===== src/rtl/alu_seq_pkg.sv =====
// Shared types, opcode constants and decode helpers for the ALU issue/writeback sequencer.
package alu_seq_pkg;

  localparam int NREGS_C = 8;

  typedef enum logic [1:0] {
    IDLE  = 2'd0,
    ISSUE = 2'd1,
    WB    = 2'd2,
    ILL   = 2'd3
  } state_t;

  // Two-operand ops: bit 7 set, bits 6:1 are the base code, bit 0 selects register form
  localparam logic [7:0] OP_ADD  = 8'h88;
  localparam logic [7:0] OP_SUB  = 8'h8A;
  localparam logic [7:0] OP_MUL  = 8'h90;
  localparam logic [7:0] OP_AND  = 8'h94;
  localparam logic [7:0] OP_OR   = 8'h96;
  localparam logic [7:0] OP_XOR  = 8'h98;

  localparam logic [7:0] OP_DEC  = 8'h01;
  localparam logic [7:0] OP_INC  = 8'h02;
  localparam logic [7:0] OP_NOT  = 8'h03;
  localparam logic [7:0] OP_SETC = 8'h04;
  localparam logic [7:0] OP_CLRC = 8'h05;
  localparam logic [7:0] OP_SWAP = 8'h0A;

  localparam logic [4:0] OP_SETB_PFX = 5'b01100;
  localparam logic [4:0] OP_CLRB_PFX = 5'b01101;

  function automatic logic is_legal(input logic [7:0] op);
    logic ok;
    if (op[7]) begin
      ok = (op[6:1] >= 6'h04) && (op[6:1] <= 6'h0F);
    end else if ((op[7:3] == OP_SETB_PFX) || (op[7:3] == OP_CLRB_PFX)) begin
      ok = 1'b1;
    end else begin
      ok = (op >= OP_DEC) && (op <= OP_SWAP);
    end
    return ok;
  endfunction

  function automatic logic is_flag_only(input logic [7:0] op);
    return (op == OP_SETC) || (op == OP_CLRC);
  endfunction

  function automatic logic is_mul(input logic [7:0] op);
    return op[7] && ((op[6:1] == 6'h08) || (op[6:1] == 6'h09));
  endfunction

endpackage


===== src/rtl/alu_seq_regfile.sv =====
// 8x8 register file: async clear, rd/rs/debug combinational reads, primary plus optional second write port.
module alu_seq_regfile
  import alu_seq_pkg::*;
#(
  parameter int NREGS = NREGS_C
) (
  input  logic       clk,
  input  logic       rst_n,
  input  logic [2:0] rd_addr,
  input  logic [2:0] rs_addr,
  input  logic [2:0] dbg_addr,
  output logic [7:0] rd_data,
  output logic [7:0] rs_data,
  output logic [7:0] dbg_data,
  input  logic       we,
  input  logic [2:0] waddr,
  input  logic [7:0] wdata,
  input  logic       we2,
  input  logic [2:0] waddr2,
  input  logic [7:0] wdata2
);

  logic [7:0] mem_r [NREGS];

  assign rd_data  = mem_r[rd_addr];
  assign rs_data  = mem_r[rs_addr];
  assign dbg_data = mem_r[dbg_addr];

  // Storage update: clear on reset, otherwise up to two writes per cycle to distinct entries
  always_ff @(posedge clk or negedge rst_n) begin
    if (!rst_n) begin
      for (int i = 0; i < NREGS; i++) begin
        mem_r[i] <= 8'h00;
      end
    end else begin
      if (we) begin
        mem_r[waddr] <= wdata;
      end
      if (we2) begin
        mem_r[waddr2] <= wdata2;
      end
    end
  end

endmodule


===== src/rtl/alu_sequencer.sv =====
// Issue/writeback sequencer in front of the 8-bit ALU: operand fetch, one-cycle issue, result/flag writeback.
// Optional build macro ALU_SEQ_MULH_EN: MUL also writes the high product byte into rf[rd+1].
module alu_sequencer
  import alu_seq_pkg::*;
#(
  parameter int NREGS = 8
) (
  input  logic       clk,
  input  logic       rst_n,
  input  logic       instr_valid,
  output logic       instr_ready,
  input  logic [7:0] instr_op,
  input  logic [2:0] instr_rd,
  input  logic [2:0] instr_rs,
  input  logic [7:0] instr_imm,
  input  logic       dbg_we,
  input  logic [2:0] dbg_addr,
  input  logic [7:0] dbg_wdata,
  output logic [7:0] dbg_rdata,
  output logic       alu_enable,
  output logic [7:0] alu_operation,
  output logic [7:0] alu_op1,
  output logic [7:0] alu_op2,
  output logic       alu_cpu_carry,
  input  logic [7:0] alu_result_l,
  input  logic [7:0] alu_result_h,
  input  logic       alu_carry,
  input  logic       alu_zero,
  input  logic       alu_sign,
  output logic       wb_valid,
  output logic [2:0] wb_rd,
  output logic [7:0] wb_data,
  output logic       flag_c,
  output logic       flag_z,
  output logic       flag_s,
  output logic       ill_op
);

  state_t     state_r;
  logic       ready_r;
  logic       alu_enable_r;
  logic [7:0] alu_operation_r;
  logic [7:0] alu_op1_r;
  logic [7:0] alu_op2_r;
  logic [7:0] op_r;
  logic [2:0] rd_r;
  logic       wb_valid_r;
  logic [2:0] wb_rd_r;
  logic       flag_c_r;
  logic       flag_z_r;
  logic       flag_s_r;
  logic       ill_op_r;

  logic       accept_s;
  logic [7:0] rd_data_s;
  logic [7:0] rs_data_s;
  logic [7:0] op2_s;
  logic       we_s;
  logic [2:0] waddr_s;
  logic [7:0] wdata_s;
  logic       we2_s;
  logic [2:0] waddr2_s;
  logic [7:0] wdata2_s;

  assign accept_s = instr_valid && ready_r;

  alu_seq_regfile #(.NREGS(NREGS)) u_regfile (
    .clk      (clk),
    .rst_n    (rst_n),
    .rd_addr  (instr_rd),
    .rs_addr  (instr_rs),
    .dbg_addr (dbg_addr),
    .rd_data  (rd_data_s),
    .rs_data  (rs_data_s),
    .dbg_data (dbg_rdata),
    .we       (we_s),
    .waddr    (waddr_s),
    .wdata    (wdata_s),
    .we2      (we2_s),
    .waddr2   (waddr2_s),
    .wdata2   (wdata2_s)
  );

  // Second operand: literal, register, or zero for single-operand ops
  always_comb begin
    op2_s = 8'h00;
    if (instr_op[7] && !instr_op[0]) begin
      op2_s = instr_imm;
    end else if (instr_op[7]) begin
      op2_s = rs_data_s;
    end else begin
      op2_s = 8'h00;
    end
  end

  // Register-file write steering: writeback owns the port in WB, the debug port only in an idle cycle without handshake
  always_comb begin
    we_s    = 1'b0;
    waddr_s = dbg_addr;
    wdata_s = dbg_wdata;
    if (state_r == WB) begin
      we_s    = !is_flag_only(op_r);
      waddr_s = rd_r;
      wdata_s = alu_result_l;
    end else begin
      we_s    = dbg_we && (state_r == IDLE) && !accept_s;
      waddr_s = dbg_addr;
      wdata_s = dbg_wdata;
    end
  end

  // High product byte writes the next register up (wrapping 7 -> 0)
  always_comb begin
    waddr2_s = rd_r + 3'd1;
    wdata2_s = alu_result_h;
`ifdef ALU_SEQ_MULH_EN
    if (state_r == WB) begin
      we2_s = is_mul(op_r);
    end else begin
      we2_s = 1'b0;
    end
`else
    we2_s = 1'b0;
`endif
  end

  // Sequencer FSM with all handshake/ALU/writeback outputs registered
  always_ff @(posedge clk or negedge rst_n) begin
    if (!rst_n) begin
      state_r         <= IDLE;
      ready_r         <= 1'b1;
      alu_enable_r    <= 1'b0;
      alu_operation_r <= 8'h00;
      alu_op1_r       <= 8'h00;
      alu_op2_r       <= 8'h00;
      op_r            <= 8'h00;
      rd_r            <= 3'd0;
      wb_valid_r      <= 1'b0;
      wb_rd_r         <= 3'd0;
      flag_c_r        <= 1'b0;
      flag_z_r        <= 1'b0;
      flag_s_r        <= 1'b0;
      ill_op_r        <= 1'b0;
    end else begin
      case (state_r)
        IDLE: begin
          if (accept_s && is_legal(instr_op)) begin
            state_r         <= ISSUE;
            ready_r         <= 1'b0;
            alu_enable_r    <= 1'b1;
            alu_operation_r <= instr_op;
            alu_op1_r       <= rd_data_s;
            alu_op2_r       <= op2_s;
            op_r            <= instr_op;
            rd_r            <= instr_rd;
          end else if (accept_s) begin
            state_r  <= ILL;
            ready_r  <= 1'b0;
            ill_op_r <= 1'b1;
          end else begin
            state_r <= IDLE;
          end
        end
        ISSUE: begin
          state_r         <= WB;
          alu_enable_r    <= 1'b0;
          alu_operation_r <= 8'h00;
          alu_op1_r       <= 8'h00;
          alu_op2_r       <= 8'h00;
          wb_valid_r      <= !is_flag_only(op_r);
          wb_rd_r         <= is_flag_only(op_r) ? 3'd0 : rd_r;
        end
        WB: begin
          state_r    <= IDLE;
          ready_r    <= 1'b1;
          wb_valid_r <= 1'b0;
          wb_rd_r    <= 3'd0;
          flag_c_r   <= alu_carry;
          flag_z_r   <= alu_zero;
          flag_s_r   <= alu_sign;
        end
        ILL: begin
          state_r  <= IDLE;
          ready_r  <= 1'b1;
          ill_op_r <= 1'b0;
        end
        default: begin
          state_r      <= IDLE;
          ready_r      <= 1'b1;
          alu_enable_r <= 1'b0;
          wb_valid_r   <= 1'b0;
          ill_op_r     <= 1'b0;
        end
      endcase
    end
  end

  assign instr_ready   = ready_r;
  assign alu_enable    = alu_enable_r;
  assign alu_operation = alu_operation_r;
  assign alu_op1       = alu_op1_r;
  assign alu_op2       = alu_op2_r;
  assign alu_cpu_carry = flag_c_r;
  assign wb_valid      = wb_valid_r;
  assign wb_rd         = wb_rd_r;
  assign wb_data       = wb_valid_r ? alu_result_l : 8'h00;
  assign flag_c        = flag_c_r;
  assign flag_z        = flag_z_r;
  assign flag_s        = flag_s_r;
  assign ill_op        = ill_op_r;

endmodule


===== config.mk =====
export PLATFORM = sky130hd
export DESIGN_NAME = alu_sequencer
export DESIGN_NICKNAME = d
export VERILOG_FILES = /design/src/rtl/alu_seq_pkg.sv /design/src/rtl/alu_seq_regfile.sv /design/src/rtl/alu_sequencer.sv
export SDC_FILE = /design/constraint.sdc
export NUM_CORES = 1
export LEC_CHECK = 0
export CORE_ASPECT_RATIO = 0.6
export CORE_MARGIN = 2
export CORE_UTILIZATION = 55
export CTS_CLUSTER_DIAMETER = 60
export DETAILED_ROUTE_END_ITERATION = 8
export DONT_BUFFER_PORTS = 1
export GPL_TIMING_DRIVEN = 1
export PLACE_DENSITY = 0.8
export SYNTH_ARGS = -nofsm -noshare
export SYNTH_HDL_FRONTEND = slang
export SYNTH_SLANG_ARGS = --single-unit
export TNS_END_PERCENT = 1

===== constraint.sdc =====
create_clock -name clk -period 5.2 [get_ports clk]
set_clock_uncertainty 0.2 [all_clocks]
set_input_delay 0.78 -clock clk [delete_from_list [all_inputs] [get_ports clk]]
set_output_delay 0.78 -clock clk [all_outputs]
set_load 0.1 [all_outputs]

## After elaboration in Yosys (flattened, before gate mapping)

Cells that the tools add are included.

| cells by class | value |
|---|---|
| bitwise gates (word level) | 4 |
| $lt $le $gt $ge | 9 |
| eq/ne operators | 11 |
| multiplexer cells | 41 |
| reductions and logical operators | 23 |

Operators by type and width:

| cell | count |
|---|---|
| $mux 8 | 14 |
| $bmux 8 s3 | 3 |
| $bwmux 64 | 1 |
| $pmux 8 s2 | 3 |
| $demux 8 s3 | 1 |
| $eq 8x3->1 const B | 2 |
| $ge 4x4->1 const B | 4 |
| $not 3->4 | 4 |
| $eq 5x4->1 const B | 2 |
| $mux 1 | 9 |
| $ge 8x1->1 const B | 1 |
| $le 8x4->1 const B | 1 |
| $logic_and 1x1->1 | 8 |
| $pmux 1 s2 | 4 |
| $reduce_bool 2->1 | 4 |
| $ge 6x3->1 const B | 1 |
| $le 6x4->1 const B | 1 |
| $mux 3 | 2 |
| $pmux 2 s3 | 1 |
| $pmux 3 s2 | 1 |
| $reduce_and 2->1 | 3 |
| $eq 2x2->1 const B | 2 |
| $lt 4x1->1 const B | 1 |
| $mux 2 | 2 |
| 9 further kinds | 13 |

| storage, ports and cells | value |
|---|---|
| output and inout bits | 51 |
| register bits | 111 |
| word-level logic and storage cells | 110 |

## Depth between registers and ports, before layout

Gate-level depths: netlist of the first run.

| depth | value |
|---|---|
| depth after elaboration | 8 |
| mapped depth | 8 |
| gate-level depth less buffers | 7 |

## Hierarchy

Synthesis of the first run repeated with hierarchy kept, for this count alone.

| second synthesis, totals | value |
|---|---|
| cells, all modules | 624 |
| area, all modules | 7124.3 um^2 |

Modules (own cells, without submodules):

| module | cells an instance | seq. area each (um^2) | times used | area an instance (um^2) |
|---|---|---|---|---|
| alu_seq_regfile | 394 | 1601.5 | 1 | 4790.8 |
| alu_sequencer | 230 | 1152.4 | 1 | 2333.5 |

## Worst setup path after synthesis of the first run

OpenSTA, ideal clock, no wires.

| timing | value |
|---|---|
| path type | input -> output |
| start point | in dbg_addr[0] |
| end point | out dbg_rdata[0] |
| stages | 4 |
| data arrival time | 2.319 ns |
| setup slack | 1.901 ns |
| required time | 4.220 ns |
| buffers on the path | 2 |
| path through | buf_2 -> buf_2 -> mux4_2 -> mux2_2 |

| between the ends | value |
|---|---|
| word-level cells in the longest chain between the ends | 4 |

RTL lines:

| element | line | RTL |
|---|---|---|
| from (decl) | alu_sequencer.sv:17 | `input logic [2:0] dbg_addr,` |
| $not 3->4 (not written as such) | alu_seq_regfile.sv:27 | `assign dbg_data = mem_r[dbg_addr];` |
| $bmux 8 s3 | alu_seq_regfile.sv:27 |  |
| $mux 8 (not written as such) (2 in series) | alu_seq_regfile.sv:27 |  |
| to (decl) | alu_sequencer.sv:19 | `output logic [7:0] dbg_rdata,` |

No other way between the ends. The select of a mux whose other input is x is not followed.

## Final worst setup path of the first run

| timing | value |
|---|---|
| start point | reg state_r[0] |
| end point | reg u_regfile.mem_r[62] (netlist name) |

| between the ends | value |
|---|---|
| word-level cells in the longest chain between the ends | 8 |

RTL lines:

| element | line | RTL |
|---|---|---|
| from (decl) | alu_sequencer.sv:39 | `state_t state_r;` |
| from (signal assigned) | alu_sequencer.sv:130 | `state_r <= IDLE;` |
| from (signal assigned) | alu_sequencer.sv:148 | `state_r <= ISSUE;` |
| from (signal assigned) | alu_sequencer.sv:157 | `state_r <= ILL;` |
| $eq 2x2->1 | alu_sequencer.sv:101 | `if (state_r == WB) begin` |
| $mux 3 | alu_sequencer.sv:101 |  |
| $not 3->4 (not written as such) | alu_seq_regfile.sv:37 | `mem_r[waddr] <= wdata;` |
| $ge 4x4->1 (not written as such) / $lt 4x1->1 (equally long branches) | alu_seq_regfile.sv:37 |  |
| $logic_and 1x1->1 (not written as such) | alu_seq_regfile.sv:37 |  |
| $mux 8 (not written as such) | alu_seq_regfile.sv:37 |  |
| $demux 8 s3 | alu_seq_regfile.sv:37 |  |
| $bwmux 64 | alu_seq_regfile.sv:37 |  |
| to (signal, indexed assignment) | alu_seq_regfile.sv:37 |  |
| to (signal, indexed assignment) | alu_seq_regfile.sv:40 | `mem_r[waddr2] <= wdata2;` |
| to (decl) | alu_seq_regfile.sv:23 | `logic [7:0] mem_r [NREGS];` |

Several ways; a longest one is shown, not always the timed one.
A chain may end at the register's enable or synchronous reset.

==> results.ini, run 1 <==
[pwr]
p_comb_frac=0.320
switching_fraction=0.502
p_leak_uw=0.00273
seq_pwr_share=0.517
switch_pwr_uw=2460
internal_power_uw=2440
clock_power_share=0.163
power.ir.vdd_worst_mv=0.562
power.density_nw_per_um2=746

[sta]
final-hold-violation-count=0
fin_crit_sh=0.671
setup_repair_after_global_routing_missed_its_margin=no
timing.final.max_slew_violations=0
setup-tns-final_ns=0
slew-limit-headroom=0.264
layout_min_cycle_time_ns=3.49
timing.hold.ws_ns=0.0587
max_freq_mhz=287
timing_worst_slew_pin_value_ns=1.10
setup_viol=0

[placed_design]
hpwl_mm=10.8
gp_congestion=0.854
placement.io_buffers=0

[setup_path]
maximum_fanout_along_the_worst_path=22
timing_worst_setup_path_type=reg -> reg
critPathArrivalTime_ns=3.53
critical_path.endpoint_type=flip-flop
start_kind=flip-flop
r2r_cells=6
cp_required_ns=5.24

[logic_synthesis]
synthDistinctLibCells=48
synth_flop_cell=sky130_fd_sc_hd__dfrtp_1
synth.cell_area_um2=6170
synth_most_common_cell=sky130_fd_sc_hd__dfrtp_1
synth.top_cell.area_share=0.442
synth_common_cells=sky130_fd_sc_hd__dfrtp_1, sky130_fd_sc_hd__mux2_2, sky130_fd_sc_hd__mux4_2
ys_ff_latch=110
synthesis.yosys.warnings=0
synthesis.instances=464
synthArstFlopShare=1.00
synth_area_per_cell_um2=13.3
seq_area_frac_synth=0.446
yosys.area.top_type=sky130_fd_sc_hd__dfrtp_1
ys_top_cells_by_area=sky130_fd_sc_hd__dfrtp_1, sky130_fd_sc_hd__mux4_2, sky130_fd_sc_hd__mux2_2
mappedNetlistNets=525
number_of_flops_mapped_to_enable_cells_by_yosys=0

[final_layout]
flow.area_growth_from_synthesis_pct=6.33
final_util=0.611
n_antenna_cell=0
nNetsFinal=507
layout-drive-gt1-share=0.375

[routing]
detail_route.wl_per_cell_um=26.3
vias=4068
detail_route.iter0.violations=369
residual_drc_count=0
post_drt_via_cell_ratio=6.89
drt-pass1-iter-count=5
ant_nets=0
drt-total-wl_mm=15.5

[job]
max_cap_viol_count=0

[clock_network]
worstSkewPairLatency_ns=0.35
clock_tree.buffer_depth=2
cts_buffers=9
cts.reportedPaths.clkPinSlew_ns=0.07
cts_root_buffer=sky130_fd_sc_hd__clkbuf_16
cts_max_level=3
cts_tree=yes
post_cts_gate_resize_count=0
clkSinkCount=110
cts_setup_buffers=0

[floorplan]
pin_count=107
die_x_um=141
initial_core_util=0.574
chipHeight_um=86.0
area_of_the_core_um2=10700
site_row_count=29
fp.dieArea_um2=12100

[run_status]
status=finished clean

[global_route]
via_count_of_the_first_global_routing_pass=4233
grt.overflow.total=0
total_global_routing_track_utilization=0.272
grt_antenna_before_repair=1
grt_first_pass_wirelength_mm=24.4
grt_max_degree=110

[min_path]
hold_path_class=in -> async

-- routing by layer --
layer | global-route usage | vias to the layer above | routed length (um)
met5 | 0 | - | 13
met4 | 0.0518 | 2 | 167
met3 | 0.103 | 23 | 1630
met2 | 0.419 | 208 | 7030
met1 | 0.378 | 2118 | 6700
li1 | - | 1717 | -
-- state kept, by name (all words and copies together), names as in the netlist --
signal / cells
instr_ready: 1
ill_op: 1
wb_rd: 3
rd_r: 3
flag_z: 1
state_r: 2
alu_op1: 8
u_regfile.mem_r: 64
alu_cpu_carry: 1
alu_op2: 8
op_r: 7
alu_operation: 8
wb_valid: 1
alu_enable: 1
flag_s: 1
-- layout by cell type, fill, tap and decap left out, types with 3 or more instances in the layout --
cell type and n:
sky130_fd_sc_hd__nand2_1 29, sky130_fd_sc_hd__mux2i_1 9, sky130_fd_sc_hd__nor3_1 11, sky130_fd_sc_hd__and2_1 10, sky130_fd_sc_hd__o21ai_0 11, sky130_fd_sc_hd__o211ai_1 7
sky130_fd_sc_hd__nor2_1 25, sky130_fd_sc_hd__a22o_1 3, sky130_fd_sc_hd__mux4_2 48, sky130_fd_sc_hd__bufinv_16 3, sky130_fd_sc_hd__mux2_2 83, sky130_fd_sc_hd__clkbuf_16 9
sky130_fd_sc_hd__ha_1 5, sky130_fd_sc_hd__nor2b_1 10, sky130_fd_sc_hd__nand2b_1 3, sky130_fd_sc_hd__inv_1 8, sky130_fd_sc_hd__a21oi_1 4, sky130_fd_sc_hd__a211oi_2 8
sky130_fd_sc_hd__a21o_1 10, sky130_fd_sc_hd__nand3_1 4, sky130_fd_sc_hd__a211oi_1 8, sky130_fd_sc_hd__dfrtp_1 108, sky130_fd_sc_hd__nor2_2 3
-- metrics by stage --
step | cells | power, uW | setup slack (ns) | cell area, um2
after global routing | 590 | 5090 | 1.53 | 6560
final | 590 | 4890 | 1.71 | 6560
after detailed placement | 573 | 4080 | 1.73 | 6180
after CTS | 590 | 4890 | 1.71 | 6560
after floorplan | 464 | 3780 | 1.90 | 6170
after global placement | 573 | 3970 | 1.89 | 6180
-- path summary, 6_finish.rpt --
| check | from | to | slack (ns) |
|---|---|---|---|
| min reg2reg | op_r[6] | op_r[6] | 0.29 |
| max | state_r[0] | u_regfile.mem_r[62] | 1.71 |
| min in group clk | op_r[6] | op_r[6] | 0.29 |
| min | rst_n | instr_ready | 0.06 |
| max in group asynchronous | rst_n | wb_rd[1] | 4.19 |
| max reg2reg | state_r[0] | u_regfile.mem_r[62] | 1.71 |
-- area by class of cell --
cell class | count | area [um2]
Tap cell | 139 | 174
Sequential cell | 110 | 2760
Timing Repair Buffer | 1 | 27.5
Clock buffer | 10 | 239
Clock inverter | 6 | 109
Fill cell | 849 | 4180
Multi-Input combinational cell | 316 | 3230
Inverter | 8 | 30.0
-- power by group through the flow --
stage	clock network [uW]	registers, uW	logic [uW]
6_report	797	2530	1560
5_1_grt	839	2590	1650
4_1_cts	805	2520	1560
3_5_place_dp	0	2540	1540
3_3_place_gp	0	2480	1490
2_1_floorplan	0	2370	1410
-- what timing repair did --
item	CTS	global route
hold buffers	1	0
hold endpoints to repair	109	0
endpoints found under the setup margin	0	0
-- worst max-delay path: stages (launching register included) --
cell and delay [ns]:
sky130_fd_sc_hd__dfrtp_1 0.41, sky130_fd_sc_hd__inv_1 0.11, sky130_fd_sc_hd__ha_1 0.74, sky130_fd_sc_hd__mux2_2 0.42
sky130_fd_sc_hd__a21oi_1 0.26, sky130_fd_sc_hd__nor2b_1 0.81, sky130_fd_sc_hd__mux2_2 0.43
-- cell families (layout without fill, tap and decap cells) --
kind of cell	Yosys count	count (layout)	synth area share
flip-flops	110	110	0.446
buffers and inverters	38	25	0.0308
multiplexers	141	141	0.343
AO/OA/AOI/OAI	69	69	0.0919
adder cells (fa/ha/maj)	5	5	0.0101
AND/OR/NAND/NOR	101	101	0.0777
Power figures use the tool's default switching activity.
==> run 2, diff against run 1 <==
--- a/config.mk
+++ b/config.mk
@@ -12,7 +12,7 @@
 export DETAILED_ROUTE_END_ITERATION = 8
 export DONT_BUFFER_PORTS = 1
 export GPL_TIMING_DRIVEN = 1
-export PLACE_DENSITY = 0.8
+export PLACE_DENSITY = 0.83
 export SYNTH_ARGS = -nofsm -noshare
 export SYNTH_HDL_FRONTEND = slang
 export SYNTH_SLANG_ARGS = --single-unit
==> constraint.sdc (replaced) <==
create_clock -name clk -period 2.9 [get_ports clk]
set_clock_uncertainty 0.2 [all_clocks]
set_input_delay 0.435 -clock clk [delete_from_list [all_inputs] [get_ports clk]]
set_output_delay 0.435 -clock clk [all_outputs]
set_load 0.1 [all_outputs]
==> run 2 against run 1 <==
- the run now ends with negative hold slack left
- final area rose by 3.0%
- sequential share of layout area fell by 1.2 points
- global-route usage fell by 0.074 points
- count of clock-buffer cells in the layout rose by 1
- critical path depth rose by 2
- utilization rose by 1.9 points
- register-to-register slack got worse by 1.5 ns
- first-iteration DRC count rose by 9.8%
- sequential power rose by 74%
- power rose by 81%
- die area did not move
- cell count rose by 4.6%
==> results.ini, run 2 (same netlist as run 1, synthesis figures left out) <==
[sta]
timing.final.max_slew_violations=0  ; unchanged
final-hold-violation-count=110  ; +110
timing_worst_slew_pin_value_ns=0.958  ; -0.147 ns
fin_crit_sh=0.931  ; +0.260
setup_viol=0  ; unchanged
slew-limit-headroom=0.362  ; +0.0979
timing.hold.ws_ns=-0.432  ; -0.491 ns
setup_repair_after_global_routing_missed_its_margin=no
max_freq_mhz=370  ; +29%
layout_min_cycle_time_ns=2.70  ; -0.791 ns
setup-tns-final_ns=0  ; unchanged

[floorplan]
chipHeight_um=86.0  ; unchanged
die_x_um=141  ; unchanged
fp.dieArea_um2=12100  ; unchanged
area_of_the_core_um2=10700  ; unchanged
pin_count=107  ; unchanged
initial_core_util=0.574  ; unchanged
site_row_count=29  ; unchanged

[setup_path]
critPathArrivalTime_ns=2.73  ; -0.80 ns
maximum_fanout_along_the_worst_path=27  ; +23%
crit_path_end=alu_op1[6]
start_kind=flip-flop
worst_r2r_startpoint=state_r[0]
cp-startpoint=state_r[0]
cp_required_ns=2.93  ; -2.31 ns
r2r_end=alu_op1[6]
rrSetupSlack_ns=0.20  ; -1.51 ns
r2r_cells=8  ; +2
timing_worst_setup_path_type=reg -> reg
critical_path.endpoint_type=flip-flop

[clock_network]
cts_root_buffer=sky130_fd_sc_hd__clkbuf_16
ctsHoldBuffers=6  ; +5
cts_max_level=3  ; unchanged
clkSinkCount=110  ; unchanged
clock_tree.buffer_depth=2  ; unchanged
cts.reportedPaths.clkPinSlew_ns=0.07  ; about the same
cts_buffers=9  ; unchanged
worstSkewPairLatency_ns=0.35  ; about the same
cts_tree=yes

[global_route]
grt.overflow.total=0  ; unchanged
grt_max_degree=111  ; +0.91%
total_global_routing_track_utilization=0.271  ; -0.000744
grt_antenna_before_repair=1  ; unchanged
via_count_of_the_first_global_routing_pass=4270  ; +0.87%
grt_first_pass_wirelength_mm=24.2  ; -0.62%

[routing]
detail_route.iter0.violations=405  ; +9.8%
drt-total-wl_mm=15.5  ; about the same
post_drt_via_cell_ratio=6.71  ; -2.7%
detail_route.wl_per_cell_um=25.2  ; -4.4%
ant_nets=0  ; unchanged
residual_drc_count=0  ; unchanged
vias=4140  ; +1.8%
drt-pass1-iter-count=5  ; unchanged

[pwr]
power.density_nw_per_um2=1310  ; +75%
power.ir.vdd_worst_mv=0.858  ; +53%
p_leak_uw=0.00285  ; +4.2%

[min_path]
hold_path_class=in -> async

[final_layout]
layout-drive-gt1-share=0.395  ; +0.0207
n_antenna_cell=0  ; unchanged
flow.area_growth_from_synthesis_pct=9.55
mostFrequentLayoutCell=sky130_fd_sc_hd__dfrtp_1
nNetsFinal=534  ; +5.3%
largest_register_ff_count=64  ; unchanged
final_cell_mix=sky130_fd_sc_hd__dfrtp_1, sky130_fd_sc_hd__mux2_2, sky130_fd_sc_hd__mux4_2, sky130_fd_sc_hd__nand2_1, sky130_fd_sc_hd__nor2_1
final_design_area_no_fill_um2=6760  ; +3.0%
reg_with_most_ffs=u_regfile.mem_r

[placed_design]
placement.cell_area_um2=6350  ; +2.7%
hpwl_mm=10.7  ; -1.1%
placement.io_buffers=0  ; unchanged
gp_congestion=0.859  ; +0.55%

[run_status]
status=finished, violations left
violations=negative hold slack

[job]
max_cap_viol_count=0  ; unchanged

run 2: cell types whose count changed in the layout (fill, tap and decap cells not counted):
| cell | previous run | this run |
|---|---|---|
| sky130_fd_sc_hd__clkinv_2 | 2 | 0 |
| sky130_fd_sc_hd__dlygate4sd3_1 | 0 | 6 |
| sky130_fd_sc_hd__buf_4 | 0 | 22 |
| sky130_fd_sc_hd__clkinvlp_4 | 0 | 1 |
| sky130_fd_sc_hd__clkbuf_1 | 0 | 1 |
| sky130_fd_sc_hd__buf_16 | 1 | 0 |
run 2: report_power, final:
group          switching, uW  internal, uW
clock network            562           870
registers               2180          2240
logic                   1640          1340
total                   4380          4450
run 2: worst min path at each step:
stage	slack, ns	endpoint
2_1_floorplan	-0.06	alu_cpu_carry
3_3_place_gp	-0.06	alu_operation[6]
3_5_place_dp	-0.06	alu_operation[5]
4_1_cts	-0.44	alu_operation[3]
5_1_grt	-0.45	alu_operation[3]
6_report	-0.43	alu_operation[3]
run 2: layer usage:
metal,vias to the layer above,global-route usage,wire length (um)
li1,1774,-,-
met4,2,0.0718,241
met1,2128,0.378,6870
met3,30,0.108,1640
met5,-,0,13
met2,206,0.402,6760
run 2: timing repair:
action	in CTS	in global routing
resized for setup	0	0
endpoints found under the hold margin	116	110
endpoints found under the setup margin	0	0
buffers inserted	0	0
run 2: cell type report:
| type | count | area [um2] |
|---|---|---|
| fillers | 796 | 3980 |
| multi-input cells | 316 | 3230 |
| flip-flops and latches | 110 | 2760 |
| clock buffers | 11 | 243 |
| repair buffers | 28 | 225 |
| well taps | 139 | 174 |
| clock inverters | 5 | 106 |
| inverters | 8 | 30.0 |
run 2: metrics by stage:
| stage | utilization | std cells | hold slack, ns | power [uW] | worst slack, ns |
|---|---|---|---|---|---|
| floorplan | - | 464 | -0.0606 | 6770 | 0.291 |
| global placement | 0.591 | 595 | -0.0582 | 7210 | 0.360 |
| detailed placement | 0.591 | 595 | -0.0583 | 7390 | 0.280 |
| CTS | 0.629 | 617 | -0.440 | 8840 | 0.228 |
| global route | 0.629 | 617 | -0.446 | 9170 | 0.111 |
| finish | 0.629 | 617 | -0.432 | 8830 | 0.201 |
run 2: critical path: stages (launching register included):
cell and delay [ns]:
sky130_fd_sc_hd__dfrtp_1 0.40, sky130_fd_sc_hd__inv_1 0.11, sky130_fd_sc_hd__ha_1 0.19, sky130_fd_sc_hd__buf_4 0.22, sky130_fd_sc_hd__nand3_1 0.25, sky130_fd_sc_hd__a211o_2 0.59
sky130_fd_sc_hd__buf_4 0.27, sky130_fd_sc_hd__a211oi_2 0.25, sky130_fd_sc_hd__nor3_1 0.09
==> run 3, diff against run 2 <==
--- a/config.mk
+++ b/config.mk
@@ -6,13 +6,13 @@
 export NUM_CORES = 1
 export LEC_CHECK = 0
 export CORE_ASPECT_RATIO = 0.6
-export CORE_MARGIN = 2
-export CORE_UTILIZATION = 55
+export CORE_MARGIN = 5
+export CORE_UTILIZATION = 40
 export CTS_CLUSTER_DIAMETER = 60
 export DETAILED_ROUTE_END_ITERATION = 8
 export DONT_BUFFER_PORTS = 1
 export GPL_TIMING_DRIVEN = 1
-export PLACE_DENSITY = 0.83
+export PLACE_DENSITY = 0.66
 export SYNTH_ARGS = -nofsm -noshare
 export SYNTH_HDL_FRONTEND = slang
 export SYNTH_SLANG_ARGS = --single-unit
==> constraint.sdc (replaced) <==
create_clock -name clk -period 2.26 [get_ports clk]
set_clock_uncertainty 0.2 [all_clocks]
set_input_delay 0.339 -clock clk [delete_from_list [all_inputs] [get_ports clk]]
set_output_delay 0.339 -clock clk [all_outputs]
set_load 0.1 [all_outputs]
==> run 3 against run 2 <==
- the flow finishes with violations (negative hold slack, negative setup slack)
- final area up 14%
- sequential share of layout area down 5.1 points
- register-to-register slack worse by 0.26 ns
- critical path type unchanged
- largest cell class unchanged
- highest routed layer unchanged
==> results.ini, run 3 (same netlist as run 1, synthesis figures left out) <==
[setup_path]
cp_required_ns=2.28  ; -0.65 ns
critical_path.endpoint_type=flip-flop
critical-path-slowest-cell=sky130_fd_sc_hd__or3_4
timing_worst_setup_path_type=reg -> reg
critPathArrivalTime_ns=2.34  ; -0.39 ns
critical-path-max-stage-delay_ns=0.41  ; -0.18 ns
worst_r2r_startpoint=state_r[0]
path_buf_inv=2  ; -1
cp_cell_sequence=inv_2 > ha_4 > nand2_2 > or3_4 > a21bo_4 > nor2_4 > buf_6 > mux2_4
family_with_the_most_delay_on_the_worst_path=simple AND/OR/NAND/NOR gates
cp-startpoint=state_r[0]
maximum_fanout_along_the_worst_path=6  ; -78%
start_kind=flip-flop

[clock_network]
clock_tree.buffer_depth=2  ; unchanged
cts_max_level=3  ; unchanged
cts_buffers=9  ; unchanged
worstSkewPairLatency_ns=0.35  ; about the same
cts_root_buffer=sky130_fd_sc_hd__clkbuf_16
clkSinkCount=110  ; unchanged
cts_tree=yes
cts.reportedPaths.clkPinSlew_ns=0.08  ; about the same
ctsHoldBuffers=13  ; +7

[floorplan]
die_x_um=170  ; +21%
site_row_count=35  ; +21%
initial_core_util=0.405  ; -0.170
fp.dieArea_um2=18100  ; +49%
area_of_the_core_um2=15200  ; +42%
chipHeight_um=106  ; +23%
pin_count=107  ; unchanged

[placed_design]
placement.io_buffers=0  ; unchanged
gp_congestion=0.826  ; -3.7%
number_of_placed_instances_with_taps_included=716  ; +20%
hpwl_mm=12.7  ; +18%

[sta]
max_freq_mhz=431  ; +16%
setup_repair_after_global_routing_missed_its_margin=yes
worst_slack_ns=-0.0620  ; -0.263 ns
timing_worst_slew_pin_value_ns=0.908  ; -0.0497 ns
fin_crit_sh=1.03  ; +0.0967
setup-tns-final_ns=-1.21  ; -1.21 ns
slew-limit-headroom=0.395  ; +0.0331
timing.hold.ws_ns=-0.523  ; -0.0906 ns
final-hold-violation-count=110  ; unchanged
layout_min_cycle_time_ns=2.32  ; -0.377 ns
timing.final.max_slew_violations=0  ; unchanged
setup_viol=35  ; +35

[final_layout]
n_antenna_cell=0  ; unchanged
flow.area_growth_from_synthesis_pct=25.4
largest_register_ff_count=64  ; unchanged
nNetsFinal=599  ; +12%
finish.cell_count_without_fillers=746  ; +21%
final_util=0.508  ; -0.122
final_cell_mix=sky130_fd_sc_hd__dfrtp_1, sky130_fd_sc_hd__buf_4, sky130_fd_sc_hd__mux2_2, sky130_fd_sc_hd__mux4_2, sky130_fd_sc_hd__mux2_4
layout-drive-gt1-share=0.484  ; +0.0889
final.fill_count=1326  ; +67%
mostFrequentLayoutCell=sky130_fd_sc_hd__dfrtp_1
reg_with_most_ffs=u_regfile.mem_r

[global_route]
total_global_routing_track_utilization=0.202  ; -0.0692
grt_antenna_before_repair=1  ; unchanged
grt_first_pass_wirelength_mm=28.1  ; +16%
grt_max_degree=111  ; unchanged
via_count_of_the_first_global_routing_pass=4598  ; +7.7%
grt.overflow.total=0  ; unchanged

[routing]
residual_drc_count=0  ; unchanged
drt-total-wl_mm=18.2  ; +17%
detail_route.wl_per_cell_um=24.3  ; -3.4%
post_drt_via_cell_ratio=5.89  ; -12%
ant_nets=0  ; unchanged
detail_route.iter0.violations=298  ; -26%
vias=4395  ; +6.2%
drt-pass1-iter-count=4  ; -1

[job]
max_cap_viol_count=0  ; unchanged

[pwr]
power.ir.vdd_worst_mv=1.10  ; +28%
p_leak_uw=0.00333  ; +17%
power.total_uw=12200  ; +38%
power.density_nw_per_um2=1580  ; +21%

[min_path]
hold_path_class=in -> async

[run_status]
violations=negative hold slack, negative setup slack
status=finished, violations left

run 3: changes by cell type in the layout (fill, tap and decap cells not counted), moves of 3 or more:
cell,before,now
sky130_fd_sc_hd__mux2_2,83,52
sky130_fd_sc_hd__buf_12,0,12
sky130_fd_sc_hd__buf_4,22,57
sky130_fd_sc_hd__dlygate4sd3_1,6,13
sky130_fd_sc_hd__nor2_4,0,3
sky130_fd_sc_hd__mux2_4,0,32
sky130_fd_sc_hd__buf_6,0,11
run 3: power breakdown:
part / leakage [uW] / internal [uW] / switching, uW
combinational: 0.00184 / 2460 / 4250
clock: 0.000143 / 889 / 720
sequential: 0.00135 / 2910 / 966
total: 0.00333 / 6260 / 5940
run 3: worst paths after layout:
check | slack [ns] | end | cells after the start
max | -0.06 | u_regfile.mem_r[35] | 8
min | -0.52 | alu_operation[3] | 0
max reg2reg | -0.06 | u_regfile.mem_r[35] | 8
min reg2reg | 0.28 | op_r[1] | 2
max in group asynchronous | 2.19 | alu_cpu_carry | 0
min in group clk | 0.02 | instr_ready | 3
run 3: layer usage:
layer  GRT usage  part of all wire  vias to the layer above
li1            -                 -                     1897
met1       0.304              0.44                     2289
met2       0.291              0.43                      197
met3      0.0721              0.12                       10
met4      0.0205            0.0031                        2
met5           0           0.00050                        -
run 3: timing repair:
action | in CTS | in global routing
endpoints found under the setup margin | 74 | 85
buffers inserted | 0 | 1
pin swaps | 1 | 8
endpoints found under the hold margin | 126 | 110
resized for setup | 18 | 44
run 3: cell type report:
type,count,area [um2],area share
multi-input cells,316,3480,0.450
clock inverters,4,47.5,0.00615
clock buffers,12,246,0.0319
inverters,8,30.0,0.00388
flip-flops and latches,110,2760,0.356
well taps,203,254,0.0328
repair buffers,93,922,0.119
run 3: metrics by stage:
stage / cell area (um2) / setup WS, ns
final: 7730 / -0.0620
after global routing: 7730 / -0.106
after CTS: 7540 / -0.0386
after detailed placement: 7040 / -0.147
after global placement: 7040 / -0.0704
after floorplan: 6200 / -0.126
